<file path="src/rtl/pipe_adder.sv">
// Pipelined add/subtract with wrap or saturate on a valid/ready stream.
// The carry chain is cut into STAGES chunks, one register stage per chunk.

module pipe_adder_chunk #(
  parameter int W = 1
) (
  input  logic [W-1:0] a,
  input  logic [W-1:0] b,
  input  logic         cin,
  output logic [W-1:0] sum,
  output logic         cout
);
  assign {cout, sum} = {1'b0, a} + {1'b0, b} + {{W{1'b0}}, cin};
endmodule

module pipe_adder #(
  parameter int bitwidth = 15,
  parameter int STAGES   = 3,
  parameter bit SIGNED   = 1'b0
) (
  input  logic                clk,
  input  logic                rst,
  input  logic                in_valid,
  output logic                in_ready,
  input  logic [bitwidth-1:0] inp1,
  input  logic [bitwidth-1:0] inp2,
  input  logic                sub,
  input  logic                sat,
  output logic                out_valid,
  input  logic                out_ready,
  output logic [bitwidth-1:0] out,
  output logic                carry,
  output logic                ovf
);
  localparam int CW  = (bitwidth + STAGES - 1) / STAGES;
  localparam int MSB = bitwidth - 1;

  // b is already inverted for subtraction; s fills in one chunk per stage
  typedef struct packed {
    logic [bitwidth-1:0] a;
    logic [bitwidth-1:0] b;
    logic [bitwidth-1:0] s;
    logic                c;
    logic                sub;
    logic                sat;
  } stg_t;

  logic              adv;
  logic [STAGES:1]   vld_q;
  logic [STAGES:0]   vld_pipe;

  assign adv       = ~out_valid | out_ready;
  assign in_ready  = adv;
  assign vld_pipe  = {vld_q, in_valid & adv};
  assign out_valid = vld_q[STAGES];

  always_ff @(posedge clk or posedge rst) begin
    if (rst)      vld_q <= '0;
    else if (adv) vld_q <= vld_pipe[STAGES-1:0];
  end

  for (genvar k = 0; k < STAGES; k++) begin : g_stage
    localparam int LO = (k * CW < bitwidth) ? k * CW : bitwidth;
    localparam int HI = ((k + 1) * CW < bitwidth) ? (k + 1) * CW : bitwidth;
    localparam int W  = HI - LO;

    stg_t cur, nx;

    if (k == 0) begin : g_entry
      assign cur = '{a: inp1, b: (sub ? ~inp2 : inp2), s: '0,
                     c: sub, sub: sub, sat: sat};
    end else begin : g_reg
      stg_t r;
      always_ff @(posedge clk or posedge rst) begin
        if (rst)      r <= '0;
        else if (adv) r <= g_stage[k-1].nx;
      end
      assign cur = r;
    end

    // Ceil-sized chunks can leave a trailing stage with no bits; it just forwards.
    if (W > 0) begin : g_add
      logic [W-1:0] sum;
      logic         cout;
      pipe_adder_chunk #(.W(W)) u_chunk (
        .a   (cur.a[LO +: W]),
        .b   (cur.b[LO +: W]),
        .cin (cur.c),
        .sum (sum),
        .cout(cout)
      );
      always_comb begin
        nx              = cur;
        nx.s[LO +: W]   = sum;
        nx.c            = cout;
      end
    end else begin : g_pass
      assign nx = cur;
    end
  end

  stg_t                fin;
  logic                ov_c;
  logic [bitwidth-1:0] res_c;

  assign fin = g_stage[STAGES-1].nx;

  always_comb begin
    if (SIGNED) ov_c = (fin.a[MSB] == fin.b[MSB]) && (fin.s[MSB] != fin.a[MSB]);
    else        ov_c = fin.sub ? ~fin.c : fin.c;
    res_c = fin.s;
    if (fin.sat && ov_c) begin
      if (!SIGNED)          res_c = fin.sub ? '0 : '1;
      else if (fin.a[MSB])  res_c = {1'b1, {MSB{1'b0}}};
      else                  res_c = {1'b0, {MSB{1'b1}}};
    end
  end

  always_ff @(posedge clk or posedge rst) begin
    if (rst) begin
      out   <= '0;
      carry <= 1'b0;
      ovf   <= 1'b0;
    end else if (adv) begin
      out   <= res_c;
      carry <= fin.c;
      ovf   <= ov_c;
    end
  end
endmodule

</file>
<file path="config.mk">
export PLATFORM = sky130hd
export DESIGN_NAME = pipe_adder
export DESIGN_NICKNAME = d
export VERILOG_FILES = /design/src/rtl/pipe_adder.sv
export SDC_FILE = /design/constraint.sdc
export NUM_CORES = 1
export LEC_CHECK = 0
export ABC_AREA = 1
export CAP_MARGIN = 20
export CORE_ASPECT_RATIO = 1.4
export CORE_MARGIN = 3
export CORE_UTILIZATION = 50
export CTS_CLUSTER_SIZE = 25
export DETAILED_ROUTE_END_ITERATION = 6
export GPL_TIMING_DRIVEN = 0
export PLACE_DENSITY = 0.75
export SYNTH_ARGS = -nofsm -noshare
export SYNTH_HDL_FRONTEND = slang
export SYNTH_SLANG_ARGS = --single-unit
</file>
<file path="constraint.sdc">
create_clock -name clk -period 5.7 [get_ports clk]
set_input_delay 0.855 -clock clk [delete_from_list [all_inputs] [get_ports clk]]
set_output_delay 0.855 -clock clk [all_outputs]
set_load 0.01 [all_outputs]
</file>
==> flow_metrics.py, run 1 <==
metrics = {
    "run_status": {
        "status": "finished clean",
    },
    "critical_path": {
        "worst-r2r-setup-slack_ps": 3770,
        "arrival_ps": 2570,
        "worst-setup-path-type": "input port to primary output",
        "reg2reg_depth": 10,
        "end_kind": "primary output",
        "cp.required_ps": 4850,
        "r2r_start": "fin[28]",
        "worst_r2r_endpoint": "out[14]",
        "startpoint_type": "input port",
        "crit_fanout": 10,
    },
    "floorplanning": {
        "dieArea_mm2": 0.007976,
        "die_x_um": 76.34,
        "die_h_um": 104.5,
        "core_mm2": 0.006656,
        "placementRows": 35,
        "io_pins": 55,
        "initial_core_util_pct": 52.03,
    },
    "worst_hold_path": {
        "hold_path_end": "vld_q[3]",
        "hold_depth": 2,
        "hold_class": "register to register",
        "hold_start": "vld_q[2]",
    },
    "global_route": {
        "met1_usage_pct": 22.30,
        "grt_pass1_wl_um": 12160,
        "antenna_found_initial": 0,
        "grt_max_degree": 72,
        "grt_usage_pct": 19.44,
        "grt_pass1_vias": 2624,
        "grt.busiest_layer": "met2",
        "met3_usage_pct": 2.946,
        "met2_usage_pct": 35.03,
        "grt_overflow": 0,
    },
    "synth": {
        "syn-num-nets": 438,
        "syn_area_per_cell_um2": 8.996,
        "synth_area_leader_cell": "dfrtp_1",
        "synth_cells": 385,
        "yosys_warnings": 0,
        "yosysSeqAreaShare_pct": 51.30,
        "post-synth-top-count-cell": "nand2_1",
        "synthArstFlopShare_pct": 100.0,
        "ys_types": 29,
        "synth_top_area_share_pct": 51.30,
        "ys_seq_elements": 71,
        "synth_common_cells": "nand2_1 (113), dfrtp_1 (71), inv_1 (34)",
        "synth_edf_count": 0,
        "syn_area_mm2": 0.003463,
        "synth-main-ff-cell": "dfrtp_1",
        "synth.area.top_cells": "dfrtp_1 (51%), nand2_1 (12%), ha_1 (4.3%), inv_1 (3.7%), o21ai_0 (3.6%)",
    },
    "final_layout": {
        "drive_gt1_share_pct": 12.11,
        "nets": 502,
        "syn_to_final_growth_pct": 24.64,
        "final_util_pct": 64.85,
        "diodes": 0,
        "stdcell_count": 546,
        "fillCellCount": 569,
        "final_area_mm2": 0.004317,
    },
    "clocking": {
        "cts_tree": "yes",
        "ctsHoldBuffers": 0,
        "clock-sinks": 71,
        "cts_buffers": 9,
        "cts_root_buffer": "clkbuf_8",
        "clk_pin_slew_ps": 70,
        "postCtsSetupRepairBufs": 0,
        "clock_latency_ps": 350,
        "clk_path_buf_depth": 2,
        "cts_resized": 0,
        "h-tree-depth": 3,
    },
    "placement": {
        "portBuffers": 53,
        "hpwlAfterDp_um": 5326,
        "place_inst": 530,
        "place_ws_ps": 2266,
        "gp_congestion": 0.8180,
        "place_area_mm2": 0.004111,
    },
    "power": {
        "peakVddDrop_mv": 0.2405,
        "finalPower_mw": 2.132,
        "p_leak_nw": 2.061,
        "pwr_density_cell_mw_per_mm2": 493.8,
    },
    "sta": {
        "hold_ws_ps": 455.5,
        "period_minus_slack_ps": 3425,
        "rsz0062_at_grt": "no",
        "post-route-period-util_pct": 60.09,
        "max_freq_mhz": 292.0,
        "slew_viol_final": 0,
        "finalHoldViolCount": 0,
        "relSlewSlack_pct": 44.43,
        "clock_skew_ps": 7.215,
        "setup_ws_ps": 2275,
        "fin_tns_setup_ps": 0,
        "setup_violations": 0,
        "max_slew.worst_pin.slew_ps": 833.6,
    },
    "route": {
        "routed_wl_um": 7182,
        "remaining_drc_errors": 0,
        "wire_per_inst_um": 13.15,
        "ant_nets": 0,
        "firstDrtPassIters": 4,
        "routed_via_density": 4.815,
        "initialDrtViolationCount": 107,
        "vias": 2629,
    },
    "run": {
        "cap_viol_max_count": 0,
    },
}
power by group:
group | internal [mW] | switching, mW | total, mW
clock | 0.206 | 0.200 | 0.406
combinational | 0.419 | 0.498 | 0.918
sequential | 0.700 | 0.108 | 0.808
worst max-delay path: stages:
cell	delay (ps)
clkdlybuf4s50_1	500
nor2_4	90
inv_1	70
buf_2	220
buf_2	260
clkdlybuf4s50_1	570
cell type report:
cell class | instances | area, µm² | area share (%)
sequential | 71 | 1777 | 41.16
multi-input combinational | 260 | 1451 | 33.62
clock buffer | 9 | 123.9 | 2.870
clock inverter | 7 | 81.33 | 1.884
inverter | 37 | 141.4 | 3.275
buffer | 17 | 96.34 | 2.232
timing repair buffer | 53 | 530.5 | 12.29
tap | 92 | 115.1 | 2.667
sequential cells by signal, indices dropped and copies added (netlist names):
register and cells:
ovf 1, out 15, g_stage.cur 29, vld_q 3, carry 1, fin 22
cell families (layout without fill, tap and decap cells):
kind of cell,after synthesis,after routing,share of synthesized area [%]
buffers and inverters,54,123,6.791
AOI/OAI and AO/OA,62,62,10.33
and+or+nand+nor,163,163,19.80
adders and majority gates,17,17,7.225
xor gates and xnor gates,18,18,4.552
DFF,71,71,51.30
metal layers:
metal	up-vias	wire, µm
li1	1338	-
met1	1233	2928
met2	45	3891
met3	13	191
met4	0	169
met5	-	0
layout by cell type (no fill, tap or decap), drive strengths merged, types with 2 or more instances in the layout:
| cell | Yosys | final |
|---|---|---|
| ha | 12 | 12 |
| xor2 | 4 | 4 |
| buf | 10 | 10 |
| dfrtp | 71 | 71 |
| clkinv | 0 | 4 |
| fa | 5 | 5 |
| nand2 | 124 | 124 |
| a21oi | 20 | 20 |
| clkbuf | 7 | 16 |
| inv | 37 | 38 |
| nand3 | 12 | 12 |
| o21ai | 38 | 38 |
| o22ai | 2 | 2 |
| nor2 | 25 | 25 |
| xnor2 | 14 | 14 |
| clkdlybuf4s50 | 0 | 53 |
worst max-delay path by stage:
stage | start | endpoint | depth (start not counted)
after global routing | out_ready | in_ready | 6
after floorplan | rst | carry | 1
after detailed placement | out_ready | in_ready | 6
after global placement | rst | g_stage[1].cur[24] | 2
final | out_ready | in_ready | 6
after CTS | out_ready | in_ready | 6
No activity file was read; power rests on OpenSTA's default activity.
==> run 2, diff against run 1 <==
Clock period 5.7 ns to 3.55 ns, I/O delays scaled along.
==> results of run 2 <==
Same layout as run 1 (identical final DEF). Status: finished clean.
Among the figures that moved: setup slack after placement 2266 ps -> 760.7 ps; setup slack after layout 2275 ps -> 769.8 ps; register-to-register setup slack 3770 ps -> 1620 ps; total power 2.132 mW -> 3.422 mW; worst IR drop on VDD 0.2405 mV -> 0.3862 mV
==> RTL edit: new RTL, settings of run 2 <==
Set the parameter `SIGNED` to 1'b1 (it was 1'b0).
--- a/src/rtl/pipe_adder.sv
+++ b/src/rtl/pipe_adder.sv
@@ -17,5 +17,5 @@
   parameter int bitwidth = 15,
   parameter int STAGES   = 3,
-  parameter bit SIGNED   = 1'b0
+  parameter bit SIGNED   = 1'b1
 ) (
   input  logic                clk,
Check against the original RTL: not equivalent (Yosys sat finds a counterexample within 4 cycles, from zero or initial values and one cycle with rst high).
==> RTL edit against run 2 <==
Global-route usage is 0.99 points lower; worst setup slack got worse by 0.013 ns; area after synthesis is 0.94% lower; sequential cell count fell by 2; total power decreased by 2.7%; wire length fell by 6.4%; cell area decreased by 0.93%; clock skew increased by 0.0012 ns; highest routed layer unchanged.
==> RTL edit: results (changes against run 2) <==
vias per cell 4.82 (about the same); clk buf depth 2 (unchanged); Post-DP HPWL 5080 um (was 5330 um); DP Cell Count 528 (was 530); outcome finished clean (unchanged); initial antenna violation count 0 (unchanged); hold_ws 0.446 ns (was 0.455 ns); CP max FO 10 (unchanged); routed wire length 6720 um (was 7180 um); Reg2Reg Setup Slack 1.51 ns (was 1.62 ns); Finished Layout Cells 542 (was 546); ANT nets after route 0 (unchanged); initial drt markers 120 (was 107); worst clock skew 0.00837 ns (was 0.00721 ns); top cells by area, synth dfrtp_1 (50%), nand2_1 (13%), o21ai_0 (5.1%) (was dfrtp_1 (51%), nand2_1 (12%), ha_1 (4.3%)); post-synthesis sequential area ratio 50.3% (was 51.3%); Largest register FFs 28 (was 29); vias in the first global route 2539 (was 2624); diodes inserted 0 (unchanged); Root Buffer Master clkbuf_8 (unchanged); total track usage 18.5% (was 19.4%); layout cell share with drive strength beyond 1 12.7% (was 12.1%); cts repair resizes 0 (unchanged); Avg Cell Area, Syn 8.98 sq um (was 9.00 sq um); R2R cell count 12 (was 10); dpl cell area 4100 sq um (was 4110 sq um); Async SR Flop Fraction 100% (unchanged); largest net degree at the start of global routing 40 (was 72); Hold Crit Depth 2 (unchanged); post-place setup slack 0.756 ns (was 0.761 ns); gpl congestion 0.846 (was 0.818); crit path max-delay cell type clkdlybuf4s50_1 (unchanged); Post-synth top cells nand2_1 (119), dfrtp_1 (69), o21ai_0 (35) (was nand2_1 (113), dfrtp_1 (71), inv_1 (34)); Post-layout nets 500 (was 502); fmax 358 MHz (was 360 MHz); Static Leak 2.07 nW (was 2.06 nW); first-pass GRT wire length 11600 um (was 12200 um); Max VDD drop 307 uV (was 386 uV); # H-tree levels 3 (unchanged); relative slew slack 56.0% (was 44.4%); synth unique cells 29 (unchanged); Syn Nets 435 (was 438)
-- RTL edit: cell types whose count changed in the layout (fill, tap and decap cells not counted), sizes merged, moves of 4 or more --
cell   delta
buf       +4
nand2    +10
nand3     -5
inv       -4
nor2      -4
-- RTL edit: logic make-up after synthesis --
group / count (synthesis) / share of synthesized area (%)
flip-flops: 69 / 50.3
AND/OR/NAND/NOR: 166 / 20.6
buffers and inverters: 51 / 6.75
XOR/XNOR: 20 / 5.11
AO/OA/AOI/OAI: 59 / 9.96
adder cells (fa/ha/maj): 17 / 7.29
-- RTL edit: layer usage --
metal | vias up | wire, um | global-route usage, %
met1 | 1215 | 2960 | 23.0
li1 | 1331 | - | -
met4 | 0 | 119 | 8.16
met2 | 59 | 3380 | 30.6
met5 | - | 0 | 0
met3 | 9 | 261 | 4.25
-- RTL edit: final cells by class --
type	instances	area, sq um
buffer	17	104
clock buffer	12	145
clock inverter	2	35.0
fill	558	2340
inverter	34	128
multi-input combinational	262	1470
sequential	69	1730
tap	92	115
timing repair buffer	54	551
-- RTL edit: worst paths after layout --
path,startpoint,endpoint
max,out_ready,in_ready
min,vld_q[2],vld_q[3]
max reg2reg,fin[28],out[9]
min reg2reg,vld_q[2],vld_q[3]
max in group asynchronous,rst,g_stage[1].cur[28]
min in group asynchronous,rst,g_stage[1].cur[25]
-- RTL edit: power breakdown --
part | leakage [nW] | internal (mW) | switching (mW) | total [mW]
logic | 1.15 | 0.659 | 0.782 | 1.44
clock network | 0.0923 | 0.335 | 0.274 | 0.609
registers | 0.825 | 1.09 | 0.183 | 1.28
-- RTL edit: worst register-to-register path, stage by stage, from the launching register on --
cell and delay, ns:
dfrtp_1 0.33, inv_1 0.06, fa_1 0.42, inv_1 0.12
fa_1 0.25, nand2_2 0.07, nand2_2 0.10, nand2_2 0.08
nand2_4 0.07, nand4_4 0.13, buf_12 0.19, nand2_2 0.06
a21oi_2 0.04
